--- src/rtl/sensor_scan_controller_pkg.sv ---
// Shared constants and state encoding for the sensor scan controller slice.
package sensor_scan_controller_pkg;

    localparam int unsigned SCAN_NUM_CH      = 4;
    localparam int unsigned SCAN_CH_W        = 2;
    localparam int unsigned SCAN_DATA_WIDTH  = 16;
    localparam int unsigned SCAN_ACK_TIMEOUT = 16;
    localparam int unsigned SCAN_FAULT_LIMIT = 3;

    typedef enum logic [1:0] {
        StIdle = 2'd0,
        StReq  = 2'd1,
        StGap  = 2'd2
    } scan_state_e;

endpackage

--- src/rtl/sensor_scan_controller_if.sv ---
// Acquisition handshake between the scan controller (master) and the sensor front end (slave).
interface sensor_scan_controller_if
    import sensor_scan_controller_pkg::*;
#(
    parameter int unsigned CH_W       = SCAN_CH_W,
    parameter int unsigned DATA_WIDTH = SCAN_DATA_WIDTH
);

    logic                  acq_req;
    logic [CH_W-1:0]       acq_ch;
    logic                  acq_ack;
    logic [DATA_WIDTH-1:0] acq_data;
    logic                  acq_fault;

    modport master (
        output acq_req,
        output acq_ch,
        input  acq_ack,
        input  acq_data,
        input  acq_fault
    );

    modport slave (
        input  acq_req,
        input  acq_ch,
        output acq_ack,
        output acq_data,
        output acq_fault
    );

endinterface

--- src/rtl/sensor_scan_controller_chan_health_counter.sv ---
// Per-channel consecutive-failure counter with saturating count and sticky fault flag.
module sensor_scan_controller_chan_health_counter #(
    parameter int unsigned FAULT_LIMIT = 3,
    parameter int unsigned CNT_W       = $clog2(FAULT_LIMIT + 1)
) (
    input  logic i_clk,
    input  logic i_rst,
    input  logic i_bad_pulse,
    input  logic i_good_pulse,
    input  logic i_clear,
    output logic o_fault
);

    logic [CNT_W-1:0] r_cnt;
    logic [CNT_W-1:0] w_cnt_inc;
    logic             r_fault;

    assign w_cnt_inc = (r_cnt >= CNT_W'(FAULT_LIMIT)) ? CNT_W'(FAULT_LIMIT) : r_cnt + 1'b1;

    // A bad transaction reaching the limit overrides a same-edge clear.
    always_ff @(posedge i_clk or posedge i_rst) begin
        if (i_rst) begin
            r_cnt   <= '0;
            r_fault <= 1'b0;
        end else if (i_bad_pulse) begin
            r_cnt   <= w_cnt_inc;
            r_fault <= (w_cnt_inc == CNT_W'(FAULT_LIMIT)) | (r_fault & ~i_clear);
        end else begin
            if (i_good_pulse || i_clear) begin
                r_cnt <= '0;
            end
            if (i_clear) begin
                r_fault <= 1'b0;
            end
        end
    end

    assign o_fault = r_fault;

endmodule

--- src/rtl/sensor_scan_controller.sv ---
// Walks unmasked sensor channels through one shared acquisition path per scan tick,
// forwarding good samples and tracking per-channel health.
module sensor_scan_controller
    import sensor_scan_controller_pkg::*;
#(
    parameter int unsigned NUM_CH      = SCAN_NUM_CH,
    parameter int unsigned CH_W        = SCAN_CH_W,
    parameter int unsigned DATA_WIDTH  = SCAN_DATA_WIDTH,
    parameter int unsigned ACK_TIMEOUT = SCAN_ACK_TIMEOUT,
    parameter int unsigned FAULT_LIMIT = SCAN_FAULT_LIMIT
) (
    input  logic                   i_clk,
    input  logic                   i_rst,
    input  logic                   i_enable,
    input  logic                   i_scan_tick,
    input  logic [NUM_CH-1:0]      i_ch_mask,
    input  logic [NUM_CH-1:0]      i_fault_clear,
    sensor_scan_controller_if.master acq_if,
    output logic                   o_out_valid,
    output logic [CH_W-1:0]        o_out_ch,
    output logic [DATA_WIDTH-1:0]  o_out_data,
    output logic [NUM_CH-1:0]      o_ch_fault,
    output logic                   o_safe_req,
    output logic                   o_scan_busy,
    output logic                   o_scan_done,
    output logic                   o_overrun
);

    localparam int unsigned WAIT_W = (ACK_TIMEOUT > 1) ? $clog2(ACK_TIMEOUT) : 1;
    localparam int unsigned CNT_W  = $clog2(FAULT_LIMIT + 1);

    scan_state_e           r_state;
    logic [NUM_CH-1:0]     r_mask_l;
    logic [CH_W-1:0]       r_ch;
    logic [WAIT_W-1:0]     r_wait;
    logic                  r_acq_req;
    logic                  r_out_valid;
    logic [CH_W-1:0]       r_out_ch;
    logic [DATA_WIDTH-1:0] r_out_data;
    logic                  r_safe_req;
    logic                  r_scan_busy;
    logic                  r_scan_done;
    logic                  r_overrun;

    logic                  w_nxt_found;
    logic [CH_W-1:0]       w_nxt_ch;
    logic                  w_timeout;
    logic [NUM_CH-1:0]     w_good;
    logic [NUM_CH-1:0]     w_bad;
    logic [NUM_CH-1:0]     w_ch_fault;

    // Lowest eligible channel: from the live mask when starting, above r_ch mid-scan.
    always_comb begin
        w_nxt_found = 1'b0;
        w_nxt_ch    = '0;
        for (int i = NUM_CH - 1; i >= 0; i--) begin
            if ((r_state == StIdle) ? !i_ch_mask[i] : (!r_mask_l[i] && (i > int'(r_ch)))) begin
                w_nxt_found = 1'b1;
                w_nxt_ch    = i[CH_W-1:0];
            end
        end
    end

    assign w_timeout = (r_state == StReq) && !acq_if.acq_ack
                       && (r_wait == WAIT_W'(ACK_TIMEOUT - 1));

    always_comb begin
        w_good = '0;
        w_bad  = '0;
        if (r_state == StReq) begin
            if (acq_if.acq_ack) begin
                if (acq_if.acq_fault) begin
                    w_bad[r_ch] = 1'b1;
                end else begin
                    w_good[r_ch] = 1'b1;
                end
            end else if (w_timeout) begin
                w_bad[r_ch] = 1'b1;
            end
        end
    end

    always_ff @(posedge i_clk or posedge i_rst) begin
        if (i_rst) begin
            r_state     <= StIdle;
            r_mask_l    <= '0;
            r_ch        <= '0;
            r_wait      <= '0;
            r_acq_req   <= 1'b0;
            r_out_valid <= 1'b0;
            r_out_ch    <= '0;
            r_out_data  <= '0;
            r_safe_req  <= 1'b0;
            r_scan_busy <= 1'b0;
            r_scan_done <= 1'b0;
            r_overrun   <= 1'b0;
        end else begin
            r_out_valid <= 1'b0;
            r_scan_done <= 1'b0;
            r_overrun   <= i_scan_tick && r_scan_busy;
            r_safe_req  <= |(w_ch_fault & ~i_ch_mask);
            unique case (r_state)
                StIdle: begin
                    if (i_enable && i_scan_tick) begin
                        r_mask_l <= i_ch_mask;
                        if (w_nxt_found) begin
                            r_ch        <= w_nxt_ch;
                            r_wait      <= '0;
                            r_acq_req   <= 1'b1;
                            r_scan_busy <= 1'b1;
                            r_state     <= StReq;
                        end else begin
                            r_scan_done <= 1'b1;
                        end
                    end
                end
                StReq: begin
                    if (acq_if.acq_ack) begin
                        r_acq_req <= 1'b0;
                        r_state   <= StGap;
                        if (!acq_if.acq_fault) begin
                            r_out_valid <= 1'b1;
                            r_out_ch    <= r_ch;
                            r_out_data  <= acq_if.acq_data;
                        end
                    end else if (w_timeout) begin
                        r_acq_req <= 1'b0;
                        r_state   <= StGap;
                    end else begin
                        r_wait <= r_wait + 1'b1;
                    end
                end
                StGap: begin
                    // Disabling mid-scan abandons the rest of the scan without a done pulse.
                    if (!i_enable) begin
                        r_scan_busy <= 1'b0;
                        r_state     <= StIdle;
                    end else if (w_nxt_found) begin
                        r_ch      <= w_nxt_ch;
                        r_wait    <= '0;
                        r_acq_req <= 1'b1;
                        r_state   <= StReq;
                    end else begin
                        r_scan_done <= 1'b1;
                        r_scan_busy <= 1'b0;
                        r_state     <= StIdle;
                    end
                end
                default: r_state <= StIdle;
            endcase
        end
    end

    for (genvar g = 0; g < NUM_CH; g++) begin : g_ch
        sensor_scan_controller_chan_health_counter #(
            .FAULT_LIMIT (FAULT_LIMIT),
            .CNT_W       (CNT_W)
        ) u_health (
            .i_clk        (i_clk),
            .i_rst        (i_rst),
            .i_bad_pulse  (w_bad[g]),
            .i_good_pulse (w_good[g]),
            .i_clear      (i_fault_clear[g]),
            .o_fault      (w_ch_fault[g])
        );
    end

    assign acq_if.acq_req = r_acq_req;
    assign acq_if.acq_ch  = r_ch;
    assign o_out_valid    = r_out_valid;
    assign o_out_ch       = r_out_ch;
    assign o_out_data     = r_out_data;
    assign o_ch_fault     = w_ch_fault;
    assign o_safe_req     = r_safe_req;
    assign o_scan_busy    = r_scan_busy;
    assign o_scan_done    = r_scan_done;
    assign o_overrun      = r_overrun;

endmodule
--- src/flat_wrapper.sv ---
// flat-port wrapper written by rule: the top's interface ports become plain ports
module sensor_scan_controller_flat import sensor_scan_controller_pkg::*;
#(
    parameter int unsigned NUM_CH      = SCAN_NUM_CH,
    parameter int unsigned CH_W        = SCAN_CH_W,
    parameter int unsigned DATA_WIDTH  = SCAN_DATA_WIDTH,
    parameter int unsigned ACK_TIMEOUT = SCAN_ACK_TIMEOUT,
    parameter int unsigned FAULT_LIMIT = SCAN_FAULT_LIMIT
)
  (i_clk, i_rst, i_enable, i_scan_tick, i_ch_mask, i_fault_clear, o_out_valid, o_out_ch, o_out_data, o_ch_fault, o_safe_req, o_scan_busy, o_scan_done, o_overrun, acq_if_acq_req, acq_if_acq_ch, acq_if_acq_ack, acq_if_acq_data, acq_if_acq_fault);
  sensor_scan_controller_if #(.CH_W(CH_W), .DATA_WIDTH(DATA_WIDTH)) acq_if_i ();
  input  logic i_clk;
  input  logic i_rst;
  input  logic i_enable;
  input  logic i_scan_tick;
  input  logic [NUM_CH-1:0] i_ch_mask;
  input  logic [NUM_CH-1:0] i_fault_clear;
  output logic o_out_valid;
  output logic [CH_W-1:0] o_out_ch;
  output logic [DATA_WIDTH-1:0] o_out_data;
  output logic [NUM_CH-1:0] o_ch_fault;
  output logic o_safe_req;
  output logic o_scan_busy;
  output logic o_scan_done;
  output logic o_overrun;
  output wire logic [$bits(acq_if_i.acq_req)-1:0] acq_if_acq_req;
  output wire logic [$bits(acq_if_i.acq_ch)-1:0] acq_if_acq_ch;
  input wire logic [$bits(acq_if_i.acq_ack)-1:0] acq_if_acq_ack;
  input wire logic [$bits(acq_if_i.acq_data)-1:0] acq_if_acq_data;
  input wire logic [$bits(acq_if_i.acq_fault)-1:0] acq_if_acq_fault;
  assign acq_if_acq_req = acq_if_i.acq_req;
  assign acq_if_acq_ch = acq_if_i.acq_ch;
  assign acq_if_i.acq_ack = acq_if_acq_ack;
  assign acq_if_i.acq_data = acq_if_acq_data;
  assign acq_if_i.acq_fault = acq_if_acq_fault;
  sensor_scan_controller #(.NUM_CH(NUM_CH), .CH_W(CH_W), .DATA_WIDTH(DATA_WIDTH), .ACK_TIMEOUT(ACK_TIMEOUT), .FAULT_LIMIT(FAULT_LIMIT)) u_core (.i_clk(i_clk), .i_rst(i_rst), .i_enable(i_enable), .i_scan_tick(i_scan_tick), .i_ch_mask(i_ch_mask), .i_fault_clear(i_fault_clear), .acq_if(acq_if_i), .o_out_valid(o_out_valid), .o_out_ch(o_out_ch), .o_out_data(o_out_data), .o_ch_fault(o_ch_fault), .o_safe_req(o_safe_req), .o_scan_busy(o_scan_busy), .o_scan_done(o_scan_done), .o_overrun(o_overrun));
endmodule
--- config.mk ---
export PLATFORM = sky130hd
export DESIGN_NAME = sensor_scan_controller_flat
export DESIGN_NICKNAME = d
export VERILOG_FILES = /design/src/rtl/sensor_scan_controller_pkg.sv /design/src/rtl/sensor_scan_controller_if.sv /design/src/rtl/sensor_scan_controller_chan_health_counter.sv /design/src/rtl/sensor_scan_controller.sv /design/src/flat_wrapper.sv
export SDC_FILE = /design/constraint.sdc
export NUM_CORES = 1
export LEC_CHECK = 0
export CORE_MARGIN = 5
export CORE_UTILIZATION = 35
export CTS_CLUSTER_SIZE = 14
export DETAILED_ROUTE_END_ITERATION = 12
export PLACE_DENSITY_LB_ADDON = 0.25
export SLEW_MARGIN = 0
export SYNTH_ARGS = -nofsm -noshare
export SYNTH_HDL_FRONTEND = slang
export SYNTH_HIERARCHICAL = 1
export SYNTH_SLANG_ARGS = --single-unit
export TNS_END_PERCENT = 50
--- constraint.sdc ---
create_clock -name i_clk -period 2.7 [get_ports i_clk]
set_clock_uncertainty 0.05 [all_clocks]
set_input_delay 0.675 -clock i_clk [delete_from_list [all_inputs] [get_ports i_clk]]
set_output_delay 0.675 -clock i_clk [all_outputs]
set_load 0.02 [all_outputs]
Yosys cells after proc, flatten, opt, wreduce, memory -nomap -nowiden --
Index checks and enable logic that the tools add are counted.
Storage, ports and cells: input bits 30, register bits after elaboration 48, output and inout port bits 30
Cells by class: reduce and logical (&&, ||, !) cells 39, add/sub/neg operators 5, $lt $le $gt $ge 9, eq/ne operators 14, bitwise gates (word level) 15, muxes and demuxes 76
Operators by type and width (number):
- 2-bit two-way mux | 24
- 4-bit two-way mux | 12
- 1-bit two-way mux | 33
- 2-bit nonzero test | 9
- 4-bit case mux with 3 select lines | 1
- 2-bit equality test, second input constant | 5
- 3-bit AND reduction | 3
- 2-bit by 1-bit adder with 2-bit output, second input constant | 4
- 2-bit greater-or-equal comparator, second input constant | 4
- 1-bit logical AND | 8
- 1-bit zero test | 8
- 2-bit != test, second input constant | 4
- 4-bit AND reduction | 2
- 2-bit case mux with 3 select lines | 1
- 1-bit inverter | 5
- 5-bit AND reduction | 1
- 4-bit by 1-bit adder with 4-bit output, second input constant | 1
- 1-bit bitwise AND | 4
- 4-bit bitwise AND | 1
- 4-bit equality test, second input constant | 1
- 2-bit > comparator, first input constant | 2
- 1-bit logical OR | 4
- 4-bit inverter | 1
- 1-bit OR | 4
- other kinds (15) | 16

Longest topological paths before layout --
Gate-level depths: netlist of the first run.
depth in word-level cells 10, depth in mapped cells 7, gate-level depth less buffers 7

Modules after synthesis --
Netlist of the first run, hierarchy kept.
Modules (own cells, without submodules):
- sensor_scan_controller | instances 1, area each 1654.1 µm², cells each 181, sequential area each 875.8 µm²
- sensor_scan_controller_chan_health_counter | instances 4, area each 131.4 µm², cells each 12, sequential area each 75.1 µm²

Worst setup path after synthesis of the first run --
No wires, ideal clock.
path type input -> register, start point input port acq_if_acq_fault, end point register u_core.g_ch[0].u_health.r_cnt[0], setup time 121 ps, stages on the path 7, buffers on the path 2, slack 760 ps, data required time 2529 ps, data arrival time 1769 ps, path through nand2b_1 > or2_1 > buf_2 > buf_2 > nor3_1 > nor3b_1 > o22a_1
On the way: cells in the longest elaborated chain, start to end 5, elaborated cells between the ends (all ways) 9, those cells by class mux: 7; reduce/logical: 2
Ends and longest elaborated chain:
- from (decl) | line flat_wrapper.sv:30 | input wire logic [$bits(acq_if_i.acq_fault)-1:0] acq_if_acq_fault;
- 4-bit two-way mux | line sensor_scan_controller.sv:72 | if (acq_if.acq_fault) begin
- 4-bit two-way mux | line sensor_scan_controller.sv:71 | if (acq_if.acq_ack) begin
- 4-bit two-way mux | line sensor_scan_controller.sv:70 | if (r_state == StReq) begin
- named net u_core.w_good[0] | line sensor_scan_controller.sv:48 | logic [NUM_CH-1:0] w_good;
- 1-bit logical OR | line sensor_scan_controller_chan_health_counter.sv:29 | if (i_good_pulse || i_clear) begin
- 2-bit nonzero test (no source line)
- to (signal assigned) | line sensor_scan_controller_chan_health_counter.sv:26 | r_cnt <= w_cnt_inc;
- to (decl) | line sensor_scan_controller_chan_health_counter.sv:14 | logic [CNT_W-1:0] r_cnt;
The timed path passes the listed nets, and every way through them passes these cells. A chain may end at the register's enable or synchronous reset.

Final worst setup path of the first run --
start point register u_core.r_ch[1], in the netlist u_core/acq_if.acq_ch[1], end point output port acq_if_acq_ch[1]
RTL lines:
- from (decl) | line sensor_scan_controller.sv:34 | logic [CH_W-1:0] r_ch;
- from (signal assigned) | line sensor_scan_controller.sv:107 | r_ch <= w_nxt_ch;
- from (signal assigned) | line sensor_scan_controller.sv:139 | r_ch <= w_nxt_ch;
- to (decl) | line flat_wrapper.sv:27 | output wire logic [$bits(acq_if_i.acq_ch)-1:0] acq_if_acq_ch;
No word-level cell between the ends.

==> results of run 1 <==
-- worst paths after layout --
kind / start / endpoint / cells after the start
max: u_core/acq_if.acq_ch[1] / acq_if_acq_ch[1] / 1
min: u_core/o_out_data[1] / u_core/o_out_data[1] / 2
max reg2reg: u_core/r_state[1] / u_core/g_ch[0].u_health/r_cnt[0] / 6
min reg2reg: u_core/o_out_data[1] / u_core/o_out_data[1] / 2
max in group asynchronous: i_rst / u_core/o_out_data[14] / 3
min in group asynchronous: i_rst / u_core/g_ch[3].u_health/o_fault / 2
-- cells in the final DEF, fill, tap and decap left out, drive strengths merged, types with 3 or more instances in the layout --
cell type,Yosys,layout
o22a,5,5
nor3,5,5
clkdlybuf4s50,0,59
nor3b,5,5
nand3,3,3
clkbuf,1,5
o311ai,4,4
nand2,66,66
nand2b,4,4
inv,21,21
mux2,4,4
nor2b,4,4
dfrtp,47,47
nor2,15,15
o21ai,14,14
-- logic make-up after synthesis --
kind of cell / Yosys count / share of synthesized area
adders and majority gates: 1 / 0.00574
AOI/OAI and AO/OA: 39 / 0.142
DFF: 47 / 0.540
muxes: 4 / 0.0224
buffers and inverters: 29 / 0.0574
and+or+nand+nor: 109 / 0.232
-- stage by stage --
stage	power [mW]	utilization	worst slack [ns]
final	2.86	0.496	0.407
after global routing	3.07	0.496	0.313
after CTS	2.90	0.496	0.382
after detailed placement	2.29	0.474	0.349
after global placement	2.28	0.474	0.406
after floorplan	1.80	-	0.760
-- final cells by class --
| type | instances | area (um2) | share of cell area |
|---|---|---|---|
| Multi-Input combinational cell | 153 | 878 | 0.295 |
| Sequential cell | 47 | 1180 | 0.395 |
| Clock buffer | 5 | 68.8 | 0.0231 |
| Tap cell | 75 | 93.8 | 0.0316 |
| Inverter | 22 | 83.8 | 0.0282 |
| Clock inverter | 3 | 67.6 | 0.0227 |
| Timing Repair Buffer | 61 | 606 | 0.204 |
-- registers in the layout (all words and copies together), names as in the netlist, 2 cells and up --
name,cells
u_core/acq_if.acq_ch,2
u_core/g_ch.u_health/o_fault,4
u_core/g_ch.u_health/r_cnt,8
u_core/o_out_ch,2
u_core/o_out_data,16
u_core/r_mask_l,3
u_core/r_state,2
u_core/r_wait,4
-- where the power goes --
part	internal [mW]	switching (mW)	total (mW)
combinational	0.549	0.591	1.14
sequential	0.926	0.192	1.12
clock	0.369	0.228	0.596
-- per-layer routing --
metal	vias to the layer above	wire length, um	GRT usage
met2	52	2180	0.204
met4	0	49	0.0371
met5	-	0	0
met3	6	369	0.0359
met1	820	2310	0.178
li1	890	-	-
==> impl_metrics.yaml, run 1 <==
clock_network:
  clkSlewWorstSetupHoldPaths_ns: 0.08
  clkSinkCount: 47
  clk_latency_ns: 0.29
  cts_max_level: 2
  cts_resized: 0
  cts_hold_buf: 0
  root_buffer: "clkbuf_8"
  numCtsBuffers: 5
  tritoncts: "done"
  post-cts-setup-buffers: 0
  clk_path_buf_depth: 2
timing:
  tightest_slew_ns: 0.451
  max_freq_mhz: 436
  drv_slew: 0
  min_period_ns: 2.29
  rsz0062_at_grt: "no"
  holdWs_ns: 0.433
  relSlewSlack: 0.700
  setup_violations: 0
  layout_worst_path_cycle_share: 0.849
  finalSetupTns_ns: 0
  hold_violations: 0
route:
  post_drt_via_cell_ratio: 4.83
  drt_wl_total_um: 4900
  drc: 0
  routedWlPerCell_um: 13.4
  route.vias.total: 1768
  drtIter0Drc: 76
  postRouteAntennaNets: 0
  firstDrtPassIters: 4
global_routing:
  first_global_vias: 1737
  grt_max_degree: 36
  grt_overflow: 0
  grt_pass1_wl_um: 8030
  antenna_found_initial: 0
  track_usage: 0.130
critical_path:
  path_delay_family: "buffers and inverters"
  critPathSlowestCell: "clkdlybuf4s50_1"
  startpoint_type: "flip-flop"
  path_max_fanout: 13
  crit_arrival_ns: 1.57
  critPathKind: "flip-flop to primary output"
  path_buf_inv: 1
  crit_required_ns: 1.98
  r2r_slack_ns: 0.84
  cp-end-kind: "primary output"
  max_stage_delay_ns: 0.68
  path_cells: "clkdlybuf4s50_1"
synth:
  async_reset_ff_frac: 1.00
  ys_types: 40
  synth-edff-count: 0
  yosysMostFrequentCell: "nand2_1"
  synth_commonest_cells: "nand2_1, dfrtp_1, inv_1"
  netlist.area_leader.share: 0.540
  synth_area_um2: 2180
  syn_inst: 229
  ys_seq_elements: 47
  synthFlopType: "dfrtp_1"
  synth_area_per_cell_um2: 9.52
  synthTopCellsByArea: "dfrtp_1, nand2_1, inv_1, o311ai_2, nor2_1"
  synth_seq_area_share: 0.540
  yosysWarnings: 6
  synth_fp_nets: 260
  yosysTopAreaCell: "dfrtp_1"
job:
  drv_cap: 0
final_layout:
  layout-drive-gt1-share: 0.0825
  n_antenna_cell: 0
  area_growth_pct: 36.5
  fill_cells: 544
  final_area_um2: 2970
  fin_cells: 366
  nets: 321
power_and_ir_drop:
  power_density_nw_per_um2: 960
  peakVddDrop_mv: 0.444
  p_leak_nw: 1.31
hold_path:
  hold_path.class: "flip-flop to flip-flop"
place:
  gp_congestion: 0.785
  placed_area_um2: 2840
  portBuffers: 59
  place_hpwl_um: 3740
  dp_cells: 358
floorplanning:
  core_um2: 5990
  die_area_um2: 7910
  die_w_um: 88.9
  io_pins: 60
  die_h_um: 88.9
  core.rowCount: 28
  start_util: 0.364
run_status:
  outcome: "finished clean"
Power figures use the tool's default switching activity.
==> inputs of run 2 (changes only) <==
==> constraint.sdc (replaced) <==
create_clock -name i_clk -period 1.86 [get_ports i_clk]
set_clock_uncertainty 0.05 [all_clocks]
set_input_delay 0.465 -clock i_clk [delete_from_list [all_inputs] [get_ports i_clk]]
set_output_delay 0.465 -clock i_clk [all_outputs]
set_load 0.02 [all_outputs]
==> run 2 against run 1 <==
  * Setup slack got worse by 0.32 ns
  * Flip-flop and latch count did not move
  * Total power rose by 42%
  * Global-route usage rose by 1.0 points
  * Register-to-register slack got worse by 0.65 ns
  * Routed wire length rose by 6.6%
  * Core utilization rose by 3.6 points
  * First-iteration DRC count fell by 16%
  * Final cell count rose by 7.7%
  * Clock power rose by 9.9%
  * Sequential power rose by 39%
  * Critical path type unchanged
  * Largest power group unchanged
==> impl_metrics.yaml, run 2 (same netlist as run 1, synthesis figures left out) <==
run_status:
  outcome: "finished clean"
clock_network:
  post-cts-setup-buffers: 0
  cts_max_level: 2
  root_buffer: "clkbuf_8"
  clk_path_buf_depth: 2
  clkSlewWorstSetupHoldPaths_ns: 0.08
  clkSinkCount: 47
  cts_hold_buf: 0
  numCtsBuffers: 5
  clk_latency_ns: 0.29
  tritoncts: "done"
timing:
  setup_ws_ns: 0.0844
  hold_violations: 0
  drv_slew: 0
  setup_violations: 0
  rsz0062_at_grt: "yes"
  tightest_slew_ns: 0.374
  relSlewSlack: 0.750
  min_period_ns: 1.78
  layout_worst_path_cycle_share: 0.955
  max_freq_mhz: 563
global_routing:
  track_usage: 0.141
  grt_overflow: 0
  grt_pass1_wl_um: 8700
  antenna_found_initial: 0
  grt_max_degree: 36
  first_global_vias: 1875
floorplanning:
  start_util: 0.364
  io_pins: 60
  die_area_um2: 7910
  core_um2: 5990
  die_w_um: 88.9
  core.rowCount: 28
  die_h_um: 88.9
job:
  drv_cap: 0
final_layout:
  n_antenna_cell: 0
  layout_common_cells: "nand2_1, clkdlybuf4s50_1, dfrtp_1"
  nets: 349
  final_common_cell: "nand2_1"
  largest_reg_flops: 16
  layout-drive-gt1-share: 0.176
  area_growth_pct: 46.3
route:
  postRouteAntennaNets: 0
  drc: 0
  routedWlPerCell_um: 13.3
  drt_wl_total_um: 5230
  firstDrtPassIters: 4
  route.vias.total: 1895
  post_drt_via_cell_ratio: 4.81
  drtIter0Drc: 64
critical_path:
  crit_cells: 1
  rr_worst_depth: 5
  crit_path_end: "o_out_ch[0]"
  rr_endpoint: "u_core/g_ch[0].u_health/r_cnt[1]"
  startpoint_type: "flip-flop"
  cp-end-kind: "primary output"
  r2r_slack_ns: 0.19
  path_cells: "clkdlybuf4s50_1"
  crit_arrival_ns: 1.26
  critPathSlowestCell: "clkdlybuf4s50_1"
  path_delay_family: "buffers and inverters"
  cp-startpoint: "u_core/o_out_ch[0]"
  critPathKind: "flip-flop to primary output"
  crit_required_ns: 1.34
  path_buf_inv: 1
  path_max_fanout: 2
  max_stage_delay_ns: 0.62
  rr_startpoint: "u_core/r_state[0]"
place:
  gp_congestion: 0.757
  place_hpwl_um: 3970
  portBuffers: 59
  dp_slack_ns: -0.199
power_and_ir_drop:
  peakVddDrop_mv: 0.732
  finalPower_mw: 4.07
  power_density_nw_per_um2: 1270
  p_leak_nw: 1.51
hold_path:
  hold_path.class: "flip-flop to flip-flop"
-- run 2: changes by cell type in the layout (fill, tap and decap cells not counted), moves of 2 or more --
cell and change:
bufinv_16 -2, nor2_2 +2, nor2_1 -2, clkbuf_8 +2, buf_4 +27, dlymetal6s2s_1 +5
dlygate4sd2_1 +2, clkdlybuf4s50_1 -7
-- run 2: worst min-delay path by stage --
| stage | slack [ns] | depth (start not counted) | start | end |
|---|---|---|---|---|
| 3_5_place_dp | 0.42 | 2 | u_core/o_out_ch[1] | u_core/o_out_ch[1] |
| 6_report | 0.43 | 2 | u_core/o_out_ch[1] | u_core/o_out_ch[1] |
| 5_1_grt | 0.44 | 2 | i_rst | u_core/g_ch[3].u_health/o_fault |
| 3_3_place_gp | 0.41 | 2 | u_core/o_out_data[2] | u_core/o_out_data[2] |
| 4_1_cts | 0.43 | 2 | i_rst | u_core/g_ch[1].u_health/r_cnt[1] |
| 2_1_floorplan | 0.17 | 1 | i_rst | u_core/g_ch[0].u_health/o_fault |
-- run 2: where the power goes --
group	internal (mW)	switching, mW
Sequential	1.35	0.216
Clock	0.339	0.315
Combinational	0.885	0.964
-- run 2: cell type report --
class / instances / area, um2
fillers: 539 / 2800
clock buffers: 8 / 100
repair buffers: 89 / 838
inverters: 22 / 83.8
multi-input cells: 153 / 897
well taps: 75 / 93.8
flip-flops and latches: 47 / 1180
-- run 2: what timing repair did --
item,CTS,global route
gates resized for setup,2,10
endpoints found under the hold margin,0,0
setup endpoints to repair,2,14
-- run 2: metrics by stage --
step / utilization / setup TNS [ns] / hold WS [ns] / cell area (um2) / std cells
after floorplan: - / 0 / 0.169 / 2180 / 229
after global placement: 0.511 / -3.85 / 0.407 / 3060 / 386
after detailed placement: 0.511 / -4.44 / 0.415 / 3060 / 386
after CTS: 0.527 / 0 / 0.428 / 3160 / 394
after global routing: 0.532 / -0.000842 / 0.445 / 3190 / 394
final: 0.532 / 0 / 0.427 / 3190 / 394
-- run 2: layer usage --
| layer | share of wire | global-route usage | wire (um) |
|---|---|---|---|
| met1 | 0.46 | 0.185 | 2410 |
| met2 | 0.46 | 0.229 | 2400 |
| met3 | 0.071 | 0.0406 | 370 |
| met4 | 0.0080 | 0.0371 | 42 |
| met5 | 0 | 0 | 0 |
-- run 2: worst reg2reg max path, delay by kind of cell, from the launching register on --
| family | cells | cell delay [ns] |
|---|---|---|
| simple gates | 3 | 0.78 |
| flops | 1 | 0.46 |
| buf+inv | 1 | 0.17 |
| compound gates | 1 | 0.09 |
